$ cat src/rtl/fifo_arb_pkg.sv
// ============================================================================
//  Module      : fifo_arb_pkg
//  Description : Shared types and default parameter values for the
//                round-robin FIFO merge arbiter.
//  Revision    : 1.0 - initial release
// ============================================================================
`default_nettype none

package fifo_arb_pkg;

    localparam int NUM_REQ_DEFAULT      = 4;
    localparam int DATA_WIDTH_DEFAULT   = 32;
    localparam int READ_LATENCY_DEFAULT = 2;

    // Arbiter control states
    typedef enum logic [1:0] {
        ST_RUN     = 2'd0,
        ST_STALL   = 2'd1,
        ST_DRAIN   = 2'd2,
        ST_FLUSHED = 2'd3
    } arb_state_t;

endpackage

`default_nettype wire

$ cat src/rtl/fifo_rr_arbiter_rr_pick.sv
// ============================================================================
//  Module      : rr_pick
//  Description : One-hot round-robin grant. Picks the first requester
//                strictly after the previous grant, wrapping cyclically.
//  Revision    : 1.0 - initial release
// ============================================================================
`default_nettype none

module rr_pick
    import fifo_arb_pkg::*;
#(
    parameter int NUM_REQ = NUM_REQ_DEFAULT,
    parameter int IDX_W   = $clog2(NUM_REQ)
) (
    input  logic [NUM_REQ-1:0] i_req,
    input  logic [IDX_W-1:0]   i_last_grant,
    output logic [NUM_REQ-1:0] o_grant,
    output logic [IDX_W-1:0]   o_grant_idx,
    output logic               o_any
);

    int               w_pos;
    logic [IDX_W-1:0] w_idx;
    logic             w_found;

    assign o_any = |i_req;

    // Scan from last_grant+1 around the ring; the last candidate is last_grant itself
    always_comb begin
        o_grant     = '0;
        o_grant_idx = '0;
        w_found     = 1'b0;
        w_pos       = 0;
        w_idx       = '0;
        for (int off = 1; off <= NUM_REQ; off++) begin
            w_pos = int'(i_last_grant) + off;
            if (w_pos >= NUM_REQ) begin
                w_pos = w_pos - NUM_REQ;
            end
            w_idx = IDX_W'(w_pos);
            if (!w_found && i_req[w_idx]) begin
                w_found         = 1'b1;
                o_grant[w_idx]  = 1'b1;
                o_grant_idx     = w_idx;
            end
        end
    end

endmodule

`default_nettype wire

$ cat src/rtl/fifo_rr_arbiter.sv
// ============================================================================
//  Module      : fifo_rr_arbiter
//  Description : Merges NUM_REQ read-latency FIFOs into one stream with a
//                round-robin dequeue, downstream back-pressure and a
//                flush/drain handshake.
//  Revision    : 1.0 - initial release
// ============================================================================
`default_nettype none

module fifo_rr_arbiter
    import fifo_arb_pkg::*;
#(
    parameter int NUM_REQ      = NUM_REQ_DEFAULT,
    parameter int DATA_WIDTH   = DATA_WIDTH_DEFAULT,
    parameter int READ_LATENCY = READ_LATENCY_DEFAULT
) (
    input  logic                          clock,
    input  logic                          reset,
    input  logic [NUM_REQ-1:0]            i_empty,
    output logic [NUM_REQ-1:0]            o_deq,
    input  logic [NUM_REQ*DATA_WIDTH-1:0] i_data,
    input  logic                          i_almost_full,
    input  logic                          i_flush,
    output logic [DATA_WIDTH-1:0]         o_data,
    output logic                          o_valid,
    output logic [$clog2(NUM_REQ)-1:0]    o_src,
    output logic                          o_flush_done
);

    localparam int c_src_w = $clog2(NUM_REQ);
    localparam int c_cnt_w = $clog2(READ_LATENCY + 1);
    localparam logic [c_cnt_w-1:0] c_cnt_one  = c_cnt_w'(1);
    localparam logic [c_src_w-1:0] c_last_idx = c_src_w'(NUM_REQ - 1);

    arb_state_t            r_state;
    logic                  r_flush_done;
    logic [c_src_w-1:0]    r_last_grant;
    logic [READ_LATENCY-1:0] r_pipe_vld;
    logic [c_src_w-1:0]    r_pipe_src [READ_LATENCY];
    logic [c_cnt_w-1:0]    r_count;

    logic [NUM_REQ-1:0]    w_grant;
    logic [c_src_w-1:0]    w_grant_idx;
    logic                  w_any;
    logic                  w_deq_en;
    logic                  w_deq_any;
    logic [c_cnt_w-1:0]    w_count_next;

    rr_pick #(
        .NUM_REQ (NUM_REQ),
        .IDX_W   (c_src_w)
    ) u_rr_pick (
        .i_req        (~i_empty),
        .i_last_grant (r_last_grant),
        .o_grant      (w_grant),
        .o_grant_idx  (w_grant_idx),
        .o_any        (w_any)
    );

    // Dequeue is permitted only while issuing (RUN, or STALL about to release)
    // and never while reset is held, so the strobe is quiet during reset.
    assign w_deq_en  = reset && !i_almost_full && !i_flush &&
                       ((r_state == ST_RUN) || (r_state == ST_STALL));
    assign o_deq     = w_deq_en ? w_grant : '0;
    assign w_deq_any = w_deq_en && w_any;

    // In-flight count: +1 on deq, -1 when a word emerges, unchanged on both
    always_comb begin
        w_count_next = r_count;
        case ({w_deq_any, o_valid})
            2'b10:   w_count_next = r_count + c_cnt_one;
            2'b01:   w_count_next = r_count - c_cnt_one;
            default: w_count_next = r_count;
        endcase
    end

    // Control FSM; flush_done asserts on entry to FLUSHED so it tracks the state
    always_ff @(posedge clock or negedge reset) begin
        if (!reset) begin
            r_state      <= ST_RUN;
            r_flush_done <= 1'b0;
        end else begin
            case (r_state)
                ST_RUN: begin
                    if (i_flush) begin
                        r_state <= ST_DRAIN;
                    end else if (i_almost_full) begin
                        r_state <= ST_STALL;
                    end
                end
                ST_STALL: begin
                    if (i_flush) begin
                        r_state <= ST_DRAIN;
                    end else if (!i_almost_full) begin
                        r_state <= ST_RUN;
                    end
                end
                ST_DRAIN: begin
                    // Leave as soon as the last in-flight word is emerging,
                    // regardless of whether flush is still requested.
                    if (w_count_next == '0) begin
                        r_state      <= ST_FLUSHED;
                        r_flush_done <= 1'b1;
                    end
                end
                ST_FLUSHED: begin
                    if (!i_flush) begin
                        r_state      <= ST_RUN;
                        r_flush_done <= 1'b0;
                    end
                end
                default: begin
                    r_state      <= ST_RUN;
                    r_flush_done <= 1'b0;
                end
            endcase
        end
    end

    // Round-robin pointer moves only when a dequeue actually happens
    always_ff @(posedge clock or negedge reset) begin
        if (!reset) begin
            r_last_grant <= c_last_idx;
        end else if (w_deq_any) begin
            r_last_grant <= w_grant_idx;
        end
    end

    // In-flight shift register of {valid, src} plus occupancy counter
    always_ff @(posedge clock or negedge reset) begin
        if (!reset) begin
            r_pipe_vld <= '0;
            r_count    <= '0;
            for (int i = 0; i < READ_LATENCY; i++) begin
                r_pipe_src[i] <= '0;
            end
        end else begin
            r_pipe_vld[0] <= w_deq_any;
            r_pipe_src[0] <= w_grant_idx;
            for (int i = 1; i < READ_LATENCY; i++) begin
                r_pipe_vld[i] <= r_pipe_vld[i-1];
                r_pipe_src[i] <= r_pipe_src[i-1];
            end
            r_count <= w_count_next;
        end
    end

    assign o_valid      = r_pipe_vld[READ_LATENCY-1];
    assign o_src        = r_pipe_src[READ_LATENCY-1];
    assign o_data       = i_data[int'(o_src)*DATA_WIDTH +: DATA_WIDTH];
    assign o_flush_done = r_flush_done;

endmodule

`default_nettype wire

$ cat config.mk
export PLATFORM = sky130hd
export DESIGN_NAME = fifo_rr_arbiter
export DESIGN_NICKNAME = d
export VERILOG_FILES = /design/src/rtl/fifo_arb_pkg.sv /design/src/rtl/fifo_rr_arbiter_rr_pick.sv /design/src/rtl/fifo_rr_arbiter.sv
export SDC_FILE = /design/constraint.sdc
export NUM_CORES = 1
export LEC_CHECK = 0
export ABC_AREA = 1
export ABC_CLOCK_PERIOD_IN_PS = 2680
export CAP_MARGIN = 20
export CORE_MARGIN = 1
export CORE_UTILIZATION = 30
export CTS_BUF_LIST = sky130_fd_sc_hd__clkbuf_4 sky130_fd_sc_hd__clkbuf_8
export CTS_CLUSTER_SIZE = 10
export DETAILED_ROUTE_END_ITERATION = 12
export PLACE_DENSITY_LB_ADDON = 0.15
export SETUP_SLACK_MARGIN = 0.02
export SYNTH_ARGS = -nofsm -noshare
export SYNTH_HDL_FRONTEND = slang
export SYNTH_SLANG_ARGS = --single-unit
$ cat constraint.sdc
create_clock -name clock -period 2.68 [get_ports clock]
set_clock_uncertainty 0.05 [all_clocks]
set_input_delay 0.536 -clock clock [delete_from_list [all_inputs] [get_ports clock]]
set_output_delay 0.536 -clock clock [all_outputs]
set_load 0.05 [all_outputs]
==> flow_summary.ini <==
[run]
maxCapViolations = 0

[synth]
synth_top_family_by_area = simple AND/OR/NAND/NOR gates
synthTopCellsByArea = o21ai_0, dfrtp_1, nor2_1
synth.distinct_cells = 27
synthSimpleGateAreaFrac_pct = 36.9
synth_top_cell_area_share_pct = 17.4
netlist_area_um2 = 1950
synth-xor-area-share_pct = 0.448
synth-compound-area-share_pct = 30.2
avgSynthCellArea_um2 = 5.78
synth_fp_nets = 483
syn_inst = 338
synth-seq-cells = 13
synth_mux_area_share_pct = 0
ys_seq_area_share_pct = 16.8
synthAdderAreaFrac_pct = 5.76
ys.warnings.count = 0
yosysTopAreaCell = o21ai_0

[status]
outcome = finished, final reports clean

[floorplan]
dieArea_um2 = 6840
die_y_um = 82.7
start_util_pct = 31.0
rows = 29
fp.dieW_um = 82.7
coreArea_um2 = 6310
io-pin-count = 176

[power_and_ir_drop]
powerDensity_nw_per_um2 = 1270
power_leakage_uw = 0.00172
fin_total_pwr_uw = 5060
ir_drop_mv = 0.696

[route]
dr.pass1.iters = 4
drt_wl_total_um = 8540
wire_per_inst_um = 14.4
wl_met3_um = 771
routed-wl-met2_um = 4150
highest_layer = met4
wl_met1_um = 3450
dr_total_vias = 2963
avgViaCountPerCell = 4.99
drt_iter0_drc = 111
drc = 0
ant_nets = 0

[worst_setup_path]
r2r-start = r_state[1]$_DFFE_PN0P_
crit_path_start_kind = flop
required_ns = 2.09
endpoint_kind = output port
setup.worst_path.class = reg2out
rr_endpoint = r_state[0]$_DFFE_PN0P_
cp_max_fo = 5
reg2reg_slack_ns = 0.66
arrival_ns = 2.01
reg2reg_depth = 11

[final_layout]
antennaDiodeCount = 0
fillers = 552
drive_above_1_share_pct = 18.4
nNetsFinal = 663
area_growth_pct = 104

[min_path]
whs_endpoint = o_src[0]$_DFF_PN0_
hp-start = r_pipe_src[2]$_DFF_PN0_
min_path_type = reg2reg
whs_path_depth = 0

[global_route]
grt_usage_pct = 22.7
grt-ovfl-total = 0
grt_max_degree = 66
grt_pass1_wl_um = 12200
antenna_found_initial = 0
grt_pass1_vias = 2570

[clocking]
cts_tree = built
cts_hold_buffers = 0
clkSinkCount = 13
cts_buffers = 3
cts_root_buffer = clkbuf_8
insertion_delay_ns = 0.24
cts_max_path_buffers = 2
clk_pin_slew_worst_paths_ns = 0.05
ctsHtreeMaxLevel = 1

[placement]
hpwl_um = 6510
gp_congestion = 0.828
io_buffers = 175

[timing]
max-slew-margin-rel_pct = 58.7
finalSetupViolCount = 0
tightest_slew_ns = 0.619
period_share_pct = 96.8
fmax_mhz = 385
setup_tns_ns = 0
drv_slew = 0
hold_viol_final = 0
period_needed_ns = 2.60
rsz0062_at_grt = true
==> placed cells by master, fill, tap and decap left out, drive strengths merged <==
| master | instances |
|---|---|
| clkinv | 2 |
| inv | 23 |
| o22ai | 32 |
| clkdlybuf4s50 | 133 |
| nand3 | 25 |
| a41oi | 1 |
| dlymetal6s2s | 4 |
| nand3b | 1 |
| dfstp | 2 |
| xor2 | 1 |
| o31ai | 2 |
| nand4 | 7 |
| a21oi | 5 |
| clkbuf | 4 |
| dfrtp | 11 |
| o21ai | 68 |
| buf | 60 |
| nor2 | 74 |
| nand2 | 53 |
| ha | 9 |
==> report_power, final <==
group          internal [uW]  switching, uW  leakage (uW)  total, uW
clock                    115           68.9     0.0000262        184
sequential               292           50.4      0.000152        343
combinational           1520           3020       0.00154       4540
==> stage by stage <==
step | area [um^2] | hold slack [ns] | utilization, % | worst slack (ns) | instances
CTS | 3910 | 0.297 | 62.0 | 0.0270 | 590
detailed placement | 3850 | 0.285 | 61.0 | -0.0293 | 586
global route | 3980 | 0.311 | 63.1 | -0.00775 | 594
finish | 3980 | 0.296 | 63.1 | 0.0849 | 594
floorplan | 2000 | 0.190 | - | 0.0822 | 338
global placement | 3850 | 0.281 | 61.0 | 0.0314 | 586
==> sequential cells by signal (all words and copies together) (netlist names) <==
| name | count |
|---|---|
| r_count | 2 |
| o_flush_done | 1 |
| r_pipe_src | 2 |
| r_last_grant | 2 |
| r_pipe_vld | 2 |
| o_src | 2 |
| r_state | 2 |
==> final cells by class <==
| cell class | count | area (um^2) | area share [%] |
|---|---|---|---|
| inverters | 25 | 96.3 | 2.42 |
| flip-flops and latches | 13 | 329 | 8.26 |
| clock buffers | 4 | 48.8 | 1.23 |
| repair buffers | 197 | 1890 | 47.6 |
| well taps | 77 | 96.3 | 2.42 |
| multi-input cells | 278 | 1520 | 38.1 |
==> logic make-up (layout without fill, tap and decap cells) <==
kind of cell | after synthesis | in the layout
AND/OR/NAND/NOR | 160 | 160
AO/OA/AOI/OAI | 108 | 108
buffers and inverters | 47 | 226
flip-flops | 13 | 13
adder cells (fa/ha/maj) | 9 | 9
XOR/XNOR | 1 | 1
==> how the worst max path moves through the flow <==
stage	start	endpoint	slack [ns]	depth (start not counted)
global route	r_last_grant[1]$_DFFE_PN1P_	o_deq[2]	-0.008	11
CTS	i_empty[3]	o_deq[1]	0.03	10
floorplan	r_last_grant[1]$_DFFE_PN1P_	o_deq[0]	0.08	9
global placement	i_flush	r_state[0]$_DFFE_PN0P_	0.03	12
finish	r_last_grant[1]$_DFFE_PN1P_	o_deq[2]	0.08	11
detailed placement	i_flush	r_state[0]$_DFFE_PN0P_	-0.03	12
==> synth_stat cells <==
| library cell | instances |
|---|---|
| a41oi_1 | 1 |
| nor2_2 | 1 |
| inv_2 | 1 |
| clkbuf_1 | 14 |
| buf_4 | 2 |
| dfstp_2 | 2 |
| nand2_1 | 49 |
| o31ai_1 | 2 |
| ha_1 | 9 |
| a21oi_1 | 5 |
| o21ai_0 | 68 |
| buf_2 | 2 |
| clkinv_1 | 2 |
| nand2_4 | 2 |
| nand4_1 | 7 |
| o22ai_1 | 32 |
| xor2_1 | 1 |
| nand3_1 | 19 |
| buf_6 | 1 |
| inv_1 | 22 |
| nor2_1 | 72 |
| nand2_2 | 2 |
| dfrtp_1 | 11 |
| nand3_2 | 6 |
| nand3b_1 | 1 |
| buf_1 | 3 |
| nor2_8 | 1 |
==> repair_timing <==
action                                 in CTS  in global routing
endpoints found under the hold margin       0                  0
gates resized for setup                     3                 15
setup buffers                               0                  4
setup endpoints to repair                   4                  4
pin swaps                                   1                  7
==> metal layers <==
metal | track usage, % | vias up
met5 | 0 | -
met4 | 6.55 | 0
met3 | 4.29 | 12
met2 | 42.1 | 99
li1 | - | 1520
met1 | 26.0 | 1332
==> critical path, stage by stage (launching register included) <==
cell and delay, ns:
dfstp_2 0.54, inv_2 0.05, ha_4 0.26, inv_4 0.07
nand3_1 0.08, nand2_2 0.14, buf_4 0.13, nand3_1 0.06
nand2_1 0.08, nor2_2 0.05, a21oi_4 0.16, buf_12 0.15
Note: power is estimated with default switching activity, not from simulation.
